File: src/rtl/if_stage_pkg.sv
// ==== if_stage_pkg : shared fetch-stage encodings and ISA constants ====
// ==== rev 1.0                                                        ====
`default_nettype none

package if_stage_pkg;

  localparam logic [31:0] ISA_NOP = 32'h0000_0000;

  typedef enum logic [1:0] {
    IF_STATE_IDLE   = 2'd0,
    IF_STATE_ACCESS = 2'd1,
    IF_STATE_READY  = 2'd2
  } if_state_e;

endpackage

`default_nettype wire

File: src/rtl/if_reg.sv
// ==== if_reg : IF/ID pipeline register and program counter update ====
// ==== rev 1.0                                                      ====
`default_nettype none

module if_reg
  import if_stage_pkg::*;
#(
  parameter int              ADDR_W       = 30,
  parameter int              DATA_W       = 32,
  parameter logic [ADDR_W-1:0] RESET_VECTOR = '0
) (
  input  logic              clk,
  input  logic              reset,
  input  logic              i_consume,
  input  logic              i_flush,
  input  logic [ADDR_W-1:0] i_new_pc,
  input  logic              i_br_taken,
  input  logic [ADDR_W-1:0] i_br_addr,
  input  logic [DATA_W-1:0] i_data,
  output logic [ADDR_W-1:0] o_pc,
  output logic [ADDR_W-1:0] o_if_pc,
  output logic [DATA_W-1:0] o_if_insn,
  output logic              o_if_en
);

  always_ff @(posedge clk or posedge reset) begin
    if (reset) begin
      o_pc      <= RESET_VECTOR;
      o_if_pc   <= '0;
      o_if_insn <= DATA_W'(ISA_NOP);
      o_if_en   <= 1'b0;
    end else if (i_consume) begin
      o_if_pc <= o_pc;
      if (i_flush) begin
        o_pc      <= i_new_pc;
        o_if_insn <= DATA_W'(ISA_NOP);
        o_if_en   <= 1'b0;
      end else begin
        // The fetched word still enters ID on a taken branch: it is the delay slot.
        o_pc      <= i_br_taken ? i_br_addr : o_pc + ADDR_W'(1);
        o_if_insn <= i_data;
        o_if_en   <= 1'b1;
      end
    end
  end

endmodule

`default_nettype wire

File: src/rtl/if_stage.sv
// ==== if_stage : instruction fetch FSM, bus master and instruction buffer ====
// ==== rev 1.0                                                            ====
`default_nettype none

module if_stage
  import if_stage_pkg::*;
#(
  parameter int                ADDR_W       = 30,
  parameter int                DATA_W       = 32,
  parameter logic [ADDR_W-1:0] RESET_VECTOR = '0
) (
  input  logic              clk,
  input  logic              reset,
  input  logic              if_stall,
  input  logic              if_flush,
  input  logic [ADDR_W-1:0] new_pc,
  input  logic              br_taken,
  input  logic [ADDR_W-1:0] br_addr,
  output logic              bus_req,
  input  logic              bus_grant,
  output logic              bus_as,
  output logic [ADDR_W-1:0] bus_addr,
  input  logic [DATA_W-1:0] bus_rd_data,
  input  logic              bus_rdy,
  output logic              if_busy,
  output logic [ADDR_W-1:0] if_pc,
  output logic [DATA_W-1:0] if_insn,
  output logic              if_en
);

  if_state_e         r_state;
  logic [DATA_W-1:0] r_insn_buf;
  logic [ADDR_W-1:0] w_pc;
  logic              w_access;
  logic              w_ready;
  logic              w_consume;
  logic [DATA_W-1:0] w_data;

  assign w_access  = (r_state == IF_STATE_ACCESS);
  assign w_ready   = (r_state == IF_STATE_READY);
  assign w_consume = ~if_stall & ((w_access & bus_rdy) | w_ready);
  assign w_data    = w_ready ? r_insn_buf : bus_rd_data;

  // Bus outputs never look at if_stall, which itself folds in if_busy.
  assign bus_req  = ~reset;
  assign bus_as   = w_access;
  assign bus_addr = w_pc;
  assign if_busy  = (r_state == IF_STATE_IDLE) | (w_access & ~bus_rdy);

  always_ff @(posedge clk or posedge reset) begin
    if (reset) begin
      r_state    <= IF_STATE_IDLE;
      r_insn_buf <= '0;
    end else begin
      case (r_state)
        IF_STATE_IDLE: begin
          if (bus_grant) r_state <= IF_STATE_ACCESS;
        end
        IF_STATE_ACCESS: begin
          if (bus_rdy) begin
            if (if_stall) begin
              r_insn_buf <= bus_rd_data;
              r_state    <= IF_STATE_READY;
            end
          end else if (!bus_grant) begin
            r_state <= IF_STATE_IDLE;
          end
        end
        IF_STATE_READY: begin
          if (!if_stall) r_state <= bus_grant ? IF_STATE_ACCESS : IF_STATE_IDLE;
        end
        default: r_state <= IF_STATE_IDLE;
      endcase
    end
  end

  if_reg #(
    .ADDR_W       (ADDR_W),
    .DATA_W       (DATA_W),
    .RESET_VECTOR (RESET_VECTOR)
  ) u_if_reg (
    .clk        (clk),
    .reset      (reset),
    .i_consume  (w_consume),
    .i_flush    (if_flush),
    .i_new_pc   (new_pc),
    .i_br_taken (br_taken),
    .i_br_addr  (br_addr),
    .i_data     (w_data),
    .o_pc       (w_pc),
    .o_if_pc    (if_pc),
    .o_if_insn  (if_insn),
    .o_if_en    (if_en)
  );

endmodule

`default_nettype wire
File: config.mk
export PLATFORM = sky130hd
export DESIGN_NAME = if_stage
export DESIGN_NICKNAME = d
export VERILOG_FILES = /design/src/rtl/if_stage_pkg.sv /design/src/rtl/if_reg.sv /design/src/rtl/if_stage.sv
export SDC_FILE = /design/constraint.sdc
export NUM_CORES = 1
export LEC_CHECK = 0
export CORE_MARGIN = 3
export CORE_UTILIZATION = 51
export CTS_CLUSTER_DIAMETER = 60
export DETAILED_ROUTE_END_ITERATION = 10
export PLACE_DENSITY = 0.86
export RECOVER_POWER = 25
export REMOVE_ABC_BUFFERS = 1
export SLEW_MARGIN = 20
export SYNTH_ARGS = -nofsm -noshare
export SYNTH_HDL_FRONTEND = slang
export SYNTH_SLANG_ARGS = --single-unit
File: constraint.sdc
create_clock -name clk -period 7.11 [get_ports clk]
set_input_delay 0.711 -clock clk [delete_from_list [all_inputs] [get_ports clk]]
set_output_delay 0.711 -clock clk [all_outputs]
set_load 0.05 [all_outputs]
Yosys cells after proc, flatten, opt, wreduce, memory -nomap -nowiden
Cells that the tools add are included.
Widths: inputs -> output; s select.
{"block": "word_totals", "regBits": 127, "inputBits": 99}
{"block": "op_classes", "add_sub_neg": 1, "n_eq_ne": 6, "muxes": 12, "n_bitwise": 8, "reduce_logical": 3}
{"operator": "$mux 32", "n": 2}
{"operator": "$mux 30", "n": 2}
{"operator": "$add 30x1->30 const B", "n": 1}
{"operator": "$mux 2", "n": 5}
{"operator": "$ne 3x3->1 const B", "n": 2}
{"operator": "$pmux 2 s3", "n": 1}
{"operator": "$ne 2x2->1 const B", "n": 2}
{"operator": "$reduce_and 4->1", "n": 1}
{"operator": "$and 1x1->1", "n": 3}
{"operator": "$not 1->1", "n": 3}
{"operator": "$reduce_and 3->1", "n": 1}
{"operator": "$eq 2x1->1 const B", "n": 1}
{"operator": "$eq 2x2->1 const B", "n": 1}
{"operator": "$logic_not 2->1", "n": 1}
{"operator": "$mux 1", "n": 2}
{"operator": "$or 1x1->1", "n": 2}

Longest topological paths before layout
Gate-level depths: netlist (run 1).
{"block": "depth", "ltp_word": 4, "depth_mapped": 8}

Hierarchy
A second synthesis (run 1) with hierarchy kept.
{"block": "unflattened", "cells_unflattened": 623, "area_unflattened_um2": 6692.7}
{"module": "if_reg", "instances": 1, "cells_per_inst": 506, "area_each_um2": 4728.3, "seq_area_each_um2": 2327.2}
{"module": "if_stage", "instances": 1, "cells_per_inst": 117, "area_each_um2": 1964.4, "seq_area_each_um2": 850.8}

Worst setup path before layout (run 1)
No wires, ideal clock.
{"block": "synth_timing", "path_type": "input -> output", "from": "input port reset", "to": "output port bus_req", "arrival_ns": 3.606, "path_slack_ns": 2.793, "stages": 1, "n_path_buf": 0, "cell_sequence": "inv_1"}
{"block": "synth_via", "elab_chain_len": 1}
{"item": "from (decl)", "line_no": "if_stage.sv:13", "text": "input logic reset,"}
{"item": "$not 1->1", "line_no": "if_stage.sv:45", "text": "assign bus_req = ~reset;"}
{"item": "to (decl)", "line_no": "if_stage.sv:19", "text": "output logic bus_req,"}
Every way passes these cells.

Final worst setup path (run 1)
Ends and elaborated chain as after synthesis.

==> flow_summary.json, run 1 <==
{
  "cts_resized": 0,
  "synth.area.top_cells": "dfrtp_1, nand2_1, mux2_2, mux2i_1, o31ai_1",
  "cts_tree": "built",
  "rsz0062_at_grt": "no",
  "seq_area_frac_synth": 0.507,
  "tns_ns": 0,
  "worst_setup_path_end_kind": "output pin",
  "max-cap-violations": 3,
  "post-place-cells": 933,
  "synthCells": 633,
  "powerDensity_nw_per_um2": 397,
  "period_needed_ns": 4.79,
  "drive_above_1_share": 0.0998,
  "hold_buffers": 0,
  "cts_max_level": 4,
  "clk_latency_ns": 0.41,
  "tightestPinTransition_ns": 2.60,
  "synth_top_area_share": 0.507,
  "avgRoutedWirePerCell_um": 19.4,
  "post-cts-setup-buffers": 0,
  "clock_skew_ns": 0.0116,
  "num_io_pins": 195,
  "clkTransAtPathRegs_ns": 0.05,
  "p_comb_frac": 0.426,
  "wl_mm": 18.7,
  "gp_congestion": 0.876,
  "seq_power_share": 0.331,
  "vias": 5787,
  "path_max_fanout": 46,
  "startpoint_type": "input pin",
  "cts_buffers": 17,
  "nets": 909,
  "critical_path_arrival_ns": 4.08,
  "drt_iter0_drc": 596,
  "rows": 39,
  "syn-mean-instance-area_um2": 9.90,
  "synth_edf_count": 0,
  "hold_violations": 0,
  "seq_area_um2": 3180,
  "ant_nets": 0,
  "switching_power_w": 0.00150,
  "yosys-top-cells-count": "nand2_1, dfrtp_1, mux2i_1, o21ai_0",
  "die_area_um2": 13700,
  "status": "complete, but fails checks",
  "start_util": 0.535,
  "setup_ws_ns": 2.32,
  "fillers": 828,
  "required_ns": 6.40,
  "cts_root_buffer": "clkbuf_16",
  "grt_pass1_vias": 5907,
  "die_w_um": 117,
  "grt_antenna_before_repair": 0,
  "min_period_over_period": 0.674,
  "min_path_type": "reg -> reg",
  "syn_area_um2": 6270,
  "multi_input_area_um2": 2900,
  "synth-main-ff-cell": "dfrtp_1",
  "via_per_inst": 6.00,
  "pwr-share-clk": 0.243,
  "synth_most_common_cell": "nand2_1",
  "port-buffer-count": 194,
  "ir_drop_mv": 0.248,
  "p_leak_nw": 3.95,
  "track_usage": 0.277,
  "cts_num_sinks": 127,
  "synth_area_leader_cell": "dfrtp_1",
  "clock_path_buffers": 2,
  "dp_hpwl_mm": 12.6,
  "core_area_um2": 11700,
  "layout.cells.non_filler": 965,
  "diodes": 0,
  "drc_errors": 0,
  "overflow": 0,
  "fmax_mhz": 209,
  "async_flop_share": 1.00,
  "p_int_w": 0.00202,
  "violations": "capacitance limit, slew limit",
  "place_ws_ns": 3.53,
  "fp.dieH_um": 117,
  "switching_share": 0.425,
  "synth_cell_types": 54,
  "grt_pass1_wl_mm": 29.5,
  "area_growth_pct": 41.3,
  "setup_viol": 0,
  "drv_slew": 116,
  "synth_seq_cells": 127,
  "drt-pass1-iter-count": 5,
  "yosysWarnings": 0,
  "slew_headroom": -0.732,
  "grt_max_degree": 84,
  "crit_type": "in -> out"
}
worst max-delay path: stages:
cell	delay (ns)
dlygate4sd3_1	0.54
clkinvlp_2	1.64
clkdlybuf4s50_1	1.18
registers in the layout, indices dropped and copies added, names as in the netlist:
signal / flops
r_insn_buf: 32
r_state: 2
u_if_reg.o_if_pc: 30
u_if_reg.o_if_insn: 32
u_if_reg.o_pc: 30
u_if_reg.o_if_en: 1
layout by cell type, fill, tap and decap left out, types with 3 or more instances in the layout:
master,synthesis,layout
a31oi_1,5,5
dfrtp_1,127,127
clkinvlp_4,0,3
clkbuf_16,0,17
o22ai_1,5,5
buf_4,0,4
clkbuf_1,28,4
and4_1,3,3
clkinv_2,0,4
a21oi_1,30,29
clkbuf_8,0,3
o2bb2ai_1,3,3
o21a_1,4,4
and3_1,8,8
a221oi_1,3,3
clkdlybuf4s50_1,0,191
nor4_1,3,3
a221o_1,4,4
nand3_1,20,20
o21ai_0,33,33
inv_1,8,7
mux2i_1,35,35
o31ai_1,32,32
nor3_1,5,5
nand2_1,134,134
xor2_1,6,6
xnor2_1,6,6
a22oi_1,7,7
mux2_2,32,32
nand4_1,6,6
nand2b_1,6,5
nor2_1,27,27
power by group through the flow:
stage	Clock (W)	Sequential, W	Combinational [W]
finish	0.000856	0.00117	0.00150
global placement	0	0.00116	0.00147
CTS	0.000862	0.00116	0.00150
floorplan	0	0.00175	0.000341
detailed placement	0	0.00117	0.00150
global route	0.000895	0.00120	0.00158
per-stage QoR:
step                      utilization  cell area [µm²]  total power (W)  hold WS, ns
final                           0.757             8860          0.00352        0.471
after global routing            0.757             8860          0.00367        0.500
after CTS                       0.757             8870          0.00353        0.478
after detailed placement        0.707             8280          0.00267        0.462
after global placement          0.707             8280          0.00263        0.459
after floorplan                     -             6090          0.00209        0.479
metal layers:
layer,vias up,GRT usage,wire (µm)
met4,0,0.0956,327
met5,-,0,0
li1,2618,-,-
met3,25,0.0848,1790
met2,315,0.449,8860
met1,2829,0.356,7710
kinds of logic after synthesis:
logic type | share of synthesized area
AOI/OAI and AO/OA | 0.152
muxes | 0.113
xor gates and xnor gates | 0.0168
and+or+nand+nor | 0.175
DFF | 0.507
buffers and inverters | 0.0335
adders and majority gates | 0.00200
final timing paths:
path | startpoint | end | slack (ns) | cells past startpoint
max reg2reg | r_state[0] | u_if_reg.o_pc[5] | 2.40 | 6
max | reset | bus_req | 2.32 | 3
min | u_if_reg.o_if_pc[27] | u_if_reg.o_if_pc[27] | 0.47 | 2
min reg2reg | u_if_reg.o_if_pc[27] | u_if_reg.o_if_pc[27] | 0.47 | 2
max in group asynchronous | reset | u_if_reg.o_if_pc[28] | 4.29 | 3
min in group asynchronous | reset | u_if_reg.o_if_pc[14] | 1.34 | 2
layout make-up:
class,count,share of cell area
inverters,8,0.00353
repair buffers,201,0.224
multi-input cells,454,0.328
well taps,143,0.0202
flip-flops and latches,127,0.359
clock buffers,22,0.0535
clock inverters,10,0.0126
Note: power is estimated with default switching activity, not from simulation.
==> run 2, diff against run 1 <==
- CORE_UTILIZATION: 51 -> 47
- PLACE_DENSITY: 0.86 -> 0.81
- clock period: 7.11 -> 5 ns (I/O delays scaled with it)
==> run 2 against run 1 <==
Compared with the run above:
- the run still ends with capacitance limit, slew limit left
- worst hold slack better by 0.0038 ns
- combinational power increased by 41%
- count of clock-buffer cells in the layout up 1
- die area grew 8.1%
- cell count is 3.1% higher
- global-route usage fell by 1.9 points
- flip-flop and latch count unchanged
- sequential power grew 43%
- first-iteration DRC count rose by 15%
- sequential share of layout area shrank 0.23 points
- design area up 0.65%
==> flow_summary.json, run 2 (synthesized netlist as in run 1, its figures left out) <==
{
  "drt-pass1-iter-count": 6,
  "pwr-share-clk": 0.246,
  "startpoint_type": "input pin",
  "rows": 41,
  "cts_max_level": 4,
  "use_met2": 0.397,
  "cts_root_buffer": "clkbuf_16",
  "core_area_um2": 12800,
  "clkTransAtPathRegs_ns": 0.06,
  "min_period_over_period": 0.611,
  "port-buffer-count": 194,
  "clock_skew_ns": 0.00569,
  "p_total_w": 0.00502,
  "hold_buffers": 0,
  "rsz0062_at_grt": "no",
  "clk_latency_ns": 0.41,
  "wl_mm": 18.9,
  "layout.cells.non_filler": 995,
  "status": "complete, but fails checks",
  "worst_setup_path_end_kind": "output pin",
  "num_io_pins": 195,
  "reg_top3": "r_insn_buf: 32 flops, u_if_reg.o_if_insn: 32 flops",
  "crit_type": "in -> out",
  "slew_headroom": -0.209,
  "fmax_mhz": 327,
  "path_delay_family": "buffers and inverters",
  "powerDensity_nw_per_um2": 562,
  "start_util": 0.489,
  "p_leak_nw": 3.97,
  "die_area_um2": 14800,
  "post-place-cells": 962,
  "post-cts-setup-buffers": 0,
  "overflow": 0,
  "final_common_cell": "clkdlybuf4s50_1",
  "path_cells": "dlygate4sd3_1 > inv_4 > clkdlybuf4s50_1",
  "nets": 909,
  "area_growth_pct": 42.3,
  "path_max_fanout": 57,
  "period_needed_ns": 3.06,
  "switching_power_w": 0.00212,
  "tns_ns": 0,
  "worst_path_largest_cell_delay_ns": 0.93,
  "critical_path_arrival_ns": 2.56,
  "cp_slowest_cell": "clkdlybuf4s50_1",
  "drive_above_1_share": 0.102,
  "grt_pass1_wl_mm": 29.9,
  "required_ns": 4.50,
  "avgRoutedWirePerCell_um": 19.0,
  "final_cell_mix": "clkdlybuf4s50_1, nand2_1, dfrtp_1",
  "dp_hpwl_mm": 12.9,
  "gp_congestion": 0.840,
  "p_int_w": 0.00289,
  "drt_iter0_drc": 686,
  "vias": 5723,
  "grt_max_degree": 73,
  "ant_nets": 0,
  "clock_path_buffers": 2,
  "drc_errors": 0,
  "cts_tree": "built",
  "busiest_layer": "met2",
  "min_path_type": "reg -> reg",
  "grt_antenna_before_repair": 0,
  "die_w_um": 122,
  "max-cap-violations": 1,
  "violations": "capacitance limit, slew limit",
  "track_usage": 0.259,
  "ir_drop_mv": 0.378,
  "cts_resized": 0,
  "fp.dieH_um": 122,
  "worst-path-buf-inv": 3,
  "cts_num_sinks": 127,
  "use_met3": 0.0872,
  "hold_ws_ns": 0.475,
  "drv_slew": 33,
  "tightestPinTransition_ns": 1.81,
  "via_per_inst": 5.75,
  "setup_viol": 0,
  "hold_violations": 0,
  "switching_share": 0.424,
  "seq_power_share": 0.333,
  "cts_buffers": 17,
  "p_comb_frac": 0.421,
  "gr-usage-met1": 0.345,
  "grt_pass1_vias": 5705
}
==> run 2: cell count changes in the layout (fill, tap and decap cells not counted), sizes merged <==
cell      change
buf           +1
clkinvlp      -2
diode         +1
inv           +1
==> run 2: worst paths after layout <==
check | cells after the start | slack, ns | end | startpoint
max | 3 | 1.94 | bus_req | reset
max reg2reg | 6 | 2.31 | u_if_reg.o_pc[24] | r_state[0]
max in group asynchronous | 3 | 2.94 | r_insn_buf[13] | reset
min reg2reg | 2 | 0.48 | u_if_reg.o_if_insn[11] | u_if_reg.o_if_insn[11]
min | 2 | 0.48 | u_if_reg.o_if_insn[11] | u_if_reg.o_if_insn[11]
min in group asynchronous | 2 | 0.69 | u_if_reg.o_if_pc[29] | reset
==> run 2: metal layers <==
metal	routed length [µm]	vias to the layer above	part of all wire
met5	0	-	0
met4	395	0	0.021
met3	1860	33	0.099
met2	8780	306	0.46
met1	7840	2768	0.42
li1	-	2616	-
==> run 2: power groups by stage <==
stage               logic, W  clock network (W)  registers [W]
CTS                  0.00212            0.00125        0.00166
detailed placement   0.00211                  0        0.00167
finish               0.00211            0.00123        0.00167
global placement     0.00208                  0        0.00166
floorplan           0.000485                  0        0.00249
global route         0.00222            0.00130        0.00171
==> run 2: worst reg2reg max path, stage by stage, from the launching register on <==
cell,delay (ns)
dfrtp_1,0.40
nand2b_4,0.56
a21o_4,0.58
buf_4,0.62
nor2_1,0.13
a21oi_1,0.18
o211ai_2,0.11
==> run 2: cell type report <==
type,count,area [µm²]
fill,949,3910
inverter,8,32.5
tap,172,215
timing repair buffer,201,1990
clock buffer,23,488
antenna,1,2.50
clock inverter,9,108
multi-input combinational,454,2910
sequential,127,3180
==> run 2: through the flow <==
step / worst slack (ns) / cell area, µm² / util
2_1_floorplan: 0.0763 / 6090 / -
3_3_place_gp: 2.02 / 8320 / 0.649
3_5_place_dp: 1.97 / 8320 / 0.649
4_1_cts: 1.93 / 8910 / 0.695
5_1_grt: 1.80 / 8920 / 0.695
6_report: 1.94 / 8920 / 0.696
